$ cat src/rtl/mips_control_unit.sv
// rtl/mips_control_unit.sv - registered main decoder for the single-issue MIPS datapath
//
// Purpose:
//   Decodes instr[31:26] into the datapath control strobes and a 3-bit ALU
//   operation class. All outputs come from flops, so they change only on the
//   rising clock edge (or immediately on reset) and never glitch with opcode.
//
// Ports:
//   clk       in   1  rising-edge clock
//   rst       in   1  asynchronous, active-high reset (all outputs forced to 0)
//   opcode    in   6  instr[31:26]
//   RegDst    out  1  1: write reg = rd, 0: write reg = rt
//   ALUSrc    out  1  1: ALU operand B = sign-extended immediate, 0: rt
//   MemtoReg  out  1  1: write-back from data memory, 0: from ALU
//   RegWrite  out  1  register-file write enable
//   MemRead   out  1  data-memory read enable
//   MemWrite  out  1  data-memory write enable
//   Branch    out  1  conditional-branch enable (ANDed with ALU zero downstream)
//   ALUOp     out  3  operation class for the ALU control block

module mips_control_unit (
  input  logic       clk,
  input  logic       rst,
  input  logic [5:0] opcode,
  output logic       RegDst,
  output logic       ALUSrc,
  output logic       MemtoReg,
  output logic       RegWrite,
  output logic       MemRead,
  output logic       MemWrite,
  output logic       Branch,
  output logic [2:0] ALUOp
);

  localparam logic [5:0] OP_RTYPE = 6'b000000;
  localparam logic [5:0] OP_ADDI  = 6'b000001;
  localparam logic [5:0] OP_LW    = 6'b000100;
  localparam logic [5:0] OP_SW    = 6'b000101;
  localparam logic [5:0] OP_BEQ   = 6'b000110;
  localparam logic [5:0] OP_SLTI  = 6'b000111;

  localparam logic [2:0] ALUOP_ADD   = 3'b000;
  localparam logic [2:0] ALUOP_SUB   = 3'b001;
  localparam logic [2:0] ALUOP_FUNCT = 3'b010;
  localparam logic [2:0] ALUOP_ADDI  = 3'b011;
  localparam logic [2:0] ALUOP_SLT   = 3'b100;

  logic       reg_dst_d,   reg_dst_q;
  logic       alu_src_d,   alu_src_q;
  logic       mem_to_reg_d, mem_to_reg_q;
  logic       reg_write_d, reg_write_q;
  logic       mem_read_d,  mem_read_q;
  logic       mem_write_d, mem_write_q;
  logic       branch_d,    branch_q;
  logic [2:0] alu_op_d,    alu_op_q;

  // Everything defaults to the NOP vector; only the listed opcodes raise a
  // strobe. An opcode with unknown bits matches no item and also stays NOP,
  // so no write enable can be raised by an undefined instruction.
  always_comb begin
    reg_dst_d    = 1'b0;
    alu_src_d    = 1'b0;
    mem_to_reg_d = 1'b0;
    reg_write_d  = 1'b0;
    mem_read_d   = 1'b0;
    mem_write_d  = 1'b0;
    branch_d     = 1'b0;
    alu_op_d     = ALUOP_ADD;
    case (opcode)
      OP_RTYPE: begin
        reg_dst_d   = 1'b1;
        reg_write_d = 1'b1;
        alu_op_d    = ALUOP_FUNCT;
      end
      OP_ADDI: begin
        alu_src_d   = 1'b1;
        reg_write_d = 1'b1;
        alu_op_d    = ALUOP_ADDI;
      end
      OP_LW: begin
        alu_src_d    = 1'b1;
        mem_to_reg_d = 1'b1;
        reg_write_d  = 1'b1;
        mem_read_d   = 1'b1;
        alu_op_d     = ALUOP_ADD;
      end
      OP_SW: begin
        alu_src_d   = 1'b1;
        mem_write_d = 1'b1;
        alu_op_d    = ALUOP_ADD;
      end
      OP_BEQ: begin
        branch_d = 1'b1;
        alu_op_d = ALUOP_SUB;
      end
      OP_SLTI: begin
        alu_src_d   = 1'b1;
        reg_write_d = 1'b1;
        alu_op_d    = ALUOP_SLT;
      end
      default: begin
        alu_op_d = ALUOP_ADD;
      end
    endcase
  end

  always_ff @(posedge clk or posedge rst) begin
    if (rst) begin
      reg_dst_q    <= 1'b0;
      alu_src_q    <= 1'b0;
      mem_to_reg_q <= 1'b0;
      reg_write_q  <= 1'b0;
      mem_read_q   <= 1'b0;
      mem_write_q  <= 1'b0;
      branch_q     <= 1'b0;
      alu_op_q     <= 3'b000;
    end else begin
      reg_dst_q    <= reg_dst_d;
      alu_src_q    <= alu_src_d;
      mem_to_reg_q <= mem_to_reg_d;
      reg_write_q  <= reg_write_d;
      mem_read_q   <= mem_read_d;
      mem_write_q  <= mem_write_d;
      branch_q     <= branch_d;
      alu_op_q     <= alu_op_d;
    end
  end

  assign RegDst   = reg_dst_q;
  assign ALUSrc   = alu_src_q;
  assign MemtoReg = mem_to_reg_q;
  assign RegWrite = reg_write_q;
  assign MemRead  = mem_read_q;
  assign MemWrite = mem_write_q;
  assign Branch   = branch_q;
  assign ALUOp    = alu_op_q;

endmodule

$ cat config.mk
export PLATFORM = sky130hd
export DESIGN_NAME = mips_control_unit
export DESIGN_NICKNAME = d
export VERILOG_FILES = /design/src/rtl/mips_control_unit.sv
export SDC_FILE = /design/constraint.sdc
export NUM_CORES = 1
export LEC_CHECK = 0
export CAP_MARGIN = 20
export CORE_AREA = 2 2 39 41
export DETAILED_ROUTE_END_ITERATION = 8
export DIE_AREA = 0 0 41 43
export HOLD_SLACK_MARGIN = 0.02
export SYNTH_ARGS = -nofsm -noshare
export SYNTH_HDL_FRONTEND = slang
export SYNTH_SLANG_ARGS = --single-unit
$ cat constraint.sdc
create_clock -name clk -period 1 [get_ports clk]
set_clock_uncertainty 0.15 [all_clocks]
set_input_delay 0.1 -clock clk [delete_from_list [all_inputs] [get_ports clk]]
set_output_delay 0.1 -clock clk [all_outputs]
set_load 0.02 [all_outputs]
==> impl_metrics.csv <==
group,metric,value,unit
floorplan,core,1380,um^2
critical_path,critPathMaxFanout,2,
detailed_routing,drcViolationCount,0,
global_routing,track_usage,10.2,%
floorplan,die_height,43,um
sta,finalHoldViolCount,10,
floorplan,die_w,41,um
placement,dpl.hpwl,550,um
sta,min_period,1030,ps
critical_path,worst-path-stages,1,
clock_tree,tritoncts,"done",
yosys,async_reset_ff_share,100,%
floorplan,die_area,1760,um^2
critical_path,crit_end,"MemRead",
yosys,synth-compound-area-share,1.41,%
critical_path,cp_num_buf_inv,1,
yosys,syn-cell-area,354,um^2
critical_path,crit_start,"MemRead",
sta,fmax,967,MHz
clock_tree,cts_max_level,1,
floorplan,rows,14,
detailed_routing,maxUsedRoutingLayer,"met4",
yosys,synth-edff-count,0,
yosys,ys_warn_count,0,
global_routing,grt_max_degree,10,
detailed_routing,drt-met1-wl,265,um
power,total_power,0.000746,W
yosys,syn-mean-instance-area,11.1,um^2
hold_path,hold_class,"in2async",
detailed_routing,route.vias.total,311,
global_routing,grt_pass1_vias,295,
sta,rsz0062_at_grt,"true",
sta,maxSlewHeadroom,78.8,%
floorplan,start_util,25.6,%
finish,drive_gt1_share,44.3,%
finish,area_growth,79.2,%
sta,final_max_slew_viol_count,0,
clock_tree,clk_pin_slew_worst_paths,60,ps
placement,dp_slack,-472,ps
yosys,yosysTopAreaCellShare,63.6,%
placement,placement.io_buffers,17,
clock_tree,clockBufferDepth,2,
global_routing,overflow,0,
yosys,synthTopCellsByCount,"dfrtp_1 (9), nor2_1 (6), nand2_1 (3), nand2b_1 (3), or3_1 (3)",
sta,finalCritPeriodShare,103,%
flow_run,drv_cap,0,
finish,fillers,144,
placement,place_congestion,0.764,
sta,tightestPinTransition,318,ps
detailed_routing,wl_met3,56,um
clock_tree,clock_sinks,9,
clock_tree,root_buffer,"clkbuf_4",
yosys,synth_adder_area_share,0,%
sta,setup_viol_count_final,4,
critical_path,worstSetupEndpointType,"output pin",
yosys,synth.area.mux_share,3.18,%
run_status,failed_checks,"hold timing, setup timing",
detailed_routing,dr.pass1.iters,1,
yosys,yosys.area.top_type,"dfrtp_1",
sta,worst_slack,-34.1,ps
detailed_routing,viasPerCell,4.04,
yosys,synth_top_family_by_area,"simple AND/OR/NAND/NOR gates",
finish,stdcell_area,634,um^2
yosys,syn_nets,40,
yosys,ys_ff_latch,9,
critical_path,crit_required,750,ps
detailed_routing,routedWlPerCell,8.78,um
finish,fin_util,45.8,%
clock_tree,cts_made_buffers,3,
floorplan,io_pins,18,
yosys,syn-instance-count,32,
placement,placed_area,604,um^2
critical_path,slowest_stage,"dfrtp_1",
critical_path,path_class,"reg2out",
yosys,ys_seq_area_share,63.6,%
yosys,synth.most_common_cell,"dfrtp_1",
power,powerDensity,1180,nW/um^2
yosys,synthXorXnorAreaFrac,2.47,%
detailed_routing,wl,676,um
yosys,synth-simple-area-share,26.1,%
critical_path,crit_chain,"buf_6",
detailed_routing,ant_nets,0,
global_routing,grt_pass1_wl,1.13,mm
critical_path,cp.arrival,780,ps
sta,tns,-73.9,ps
finish,n_antenna_cell,0,
finish,seqCellArea,225,um^2
yosys,synth_ff_type,"dfrtp_1",
sta,hold_slack,-44.5,ps
detailed_routing,wl_met2,338,um
global_routing,antenna_found_initial,0,
yosys,synth_area_leaders,"dfrtp_1 (64%), nor2_1 (6.4%), nand2b_1 (5.3%)",
clock_tree,postCtsSetupBuffers,0,
finish,multi_input_area,123,um^2
critical_path,setup.worst_path.start_class,"register",
critical_path,cpPeakStageDelay,400,ps
detailed_routing,drt_iter0_markers,0,
critical_path,cp_top_family,"flip-flops",
finish,fin_nets,70,
yosys,yosysUniqueCellTypes,13,
run_status,status,"finished, violations left",
power,leakage,0.319,nW
power,vdd_drop_max,0.352,mV
-- repair_timing --
action | CTS | global route
resized for setup | 71 | 2
setup endpoints to repair | 18 | 11
pin swaps | 3 | 2
hold endpoints to repair | 10 | 10
-- power breakdown --
group | switching, W | internal, W
Combinational | 0.0000481 | 0.0000629
Sequential | 0.00000262 | 0.000370
Clock | 0.000110 | 0.000153
Total | 0.000161 | 0.000586
-- metal layers --
metal / GRT usage, % / vias up
li1: - / 159
met1: 11.1 / 134
met2: 14.4 / 16
met3: 3.14 / 2
met4: 10.0 / 0
met5: 0 / -
-- logic make-up after synthesis --
family                 Yosys count
flip-flops                       9
AND/OR/NAND/NOR                 18
multiplexers                     1
AO/OA/AOI/OAI                    1
XOR/XNOR                         1
buffers and inverters            2
-- cell usage in the layout, fill, tap and decap left out, types with 2 or more instances in the layout --
cell type	count
buf_2	2
nor2_1	6
buf_6	10
buf_4	9
clkbuf_4	3
dfrtp_1	9
or3_1	2
nand2b_1	3
dlygate4sd2_1	3
nand2_1	3
-- state kept, by name, indices dropped and copies added (netlist names) --
register  flops
MemRead       1
Branch        1
ALUOp         3
MemWrite      1
ALUSrc        1
RegDst        1
RegWrite      1
-- final cells by class --
class | instances | share of cell area [%]
repair buffers | 26 | 37.3
flip-flops and latches | 9 | 35.5
multi-input cells | 21 | 19.3
clock buffers | 4 | 4.14
well taps | 16 | 3.16
inverters | 1 | 0.592
-- stage by stage --
step	instances	hold WS (ps)
after floorplan	32	-222
after global placement	73	221
after detailed placement	73	225
after CTS	77	-40.1
after global routing	77	-24.4
final	77	-44.5
-- worst min-delay path by stage --
stage	startpoint	end	slack, ps
2_1_floorplan	rst	ALUOp[0]	-220
3_3_place_gp	rst	ALUOp[1]	220
3_5_place_dp	rst	MemWrite	230
4_1_cts	rst	MemWrite	-40
5_1_grt	rst	MemWrite	-20
6_report	rst	ALUOp[1]	-40
No activity file was read; power rests on OpenSTA's default activity.
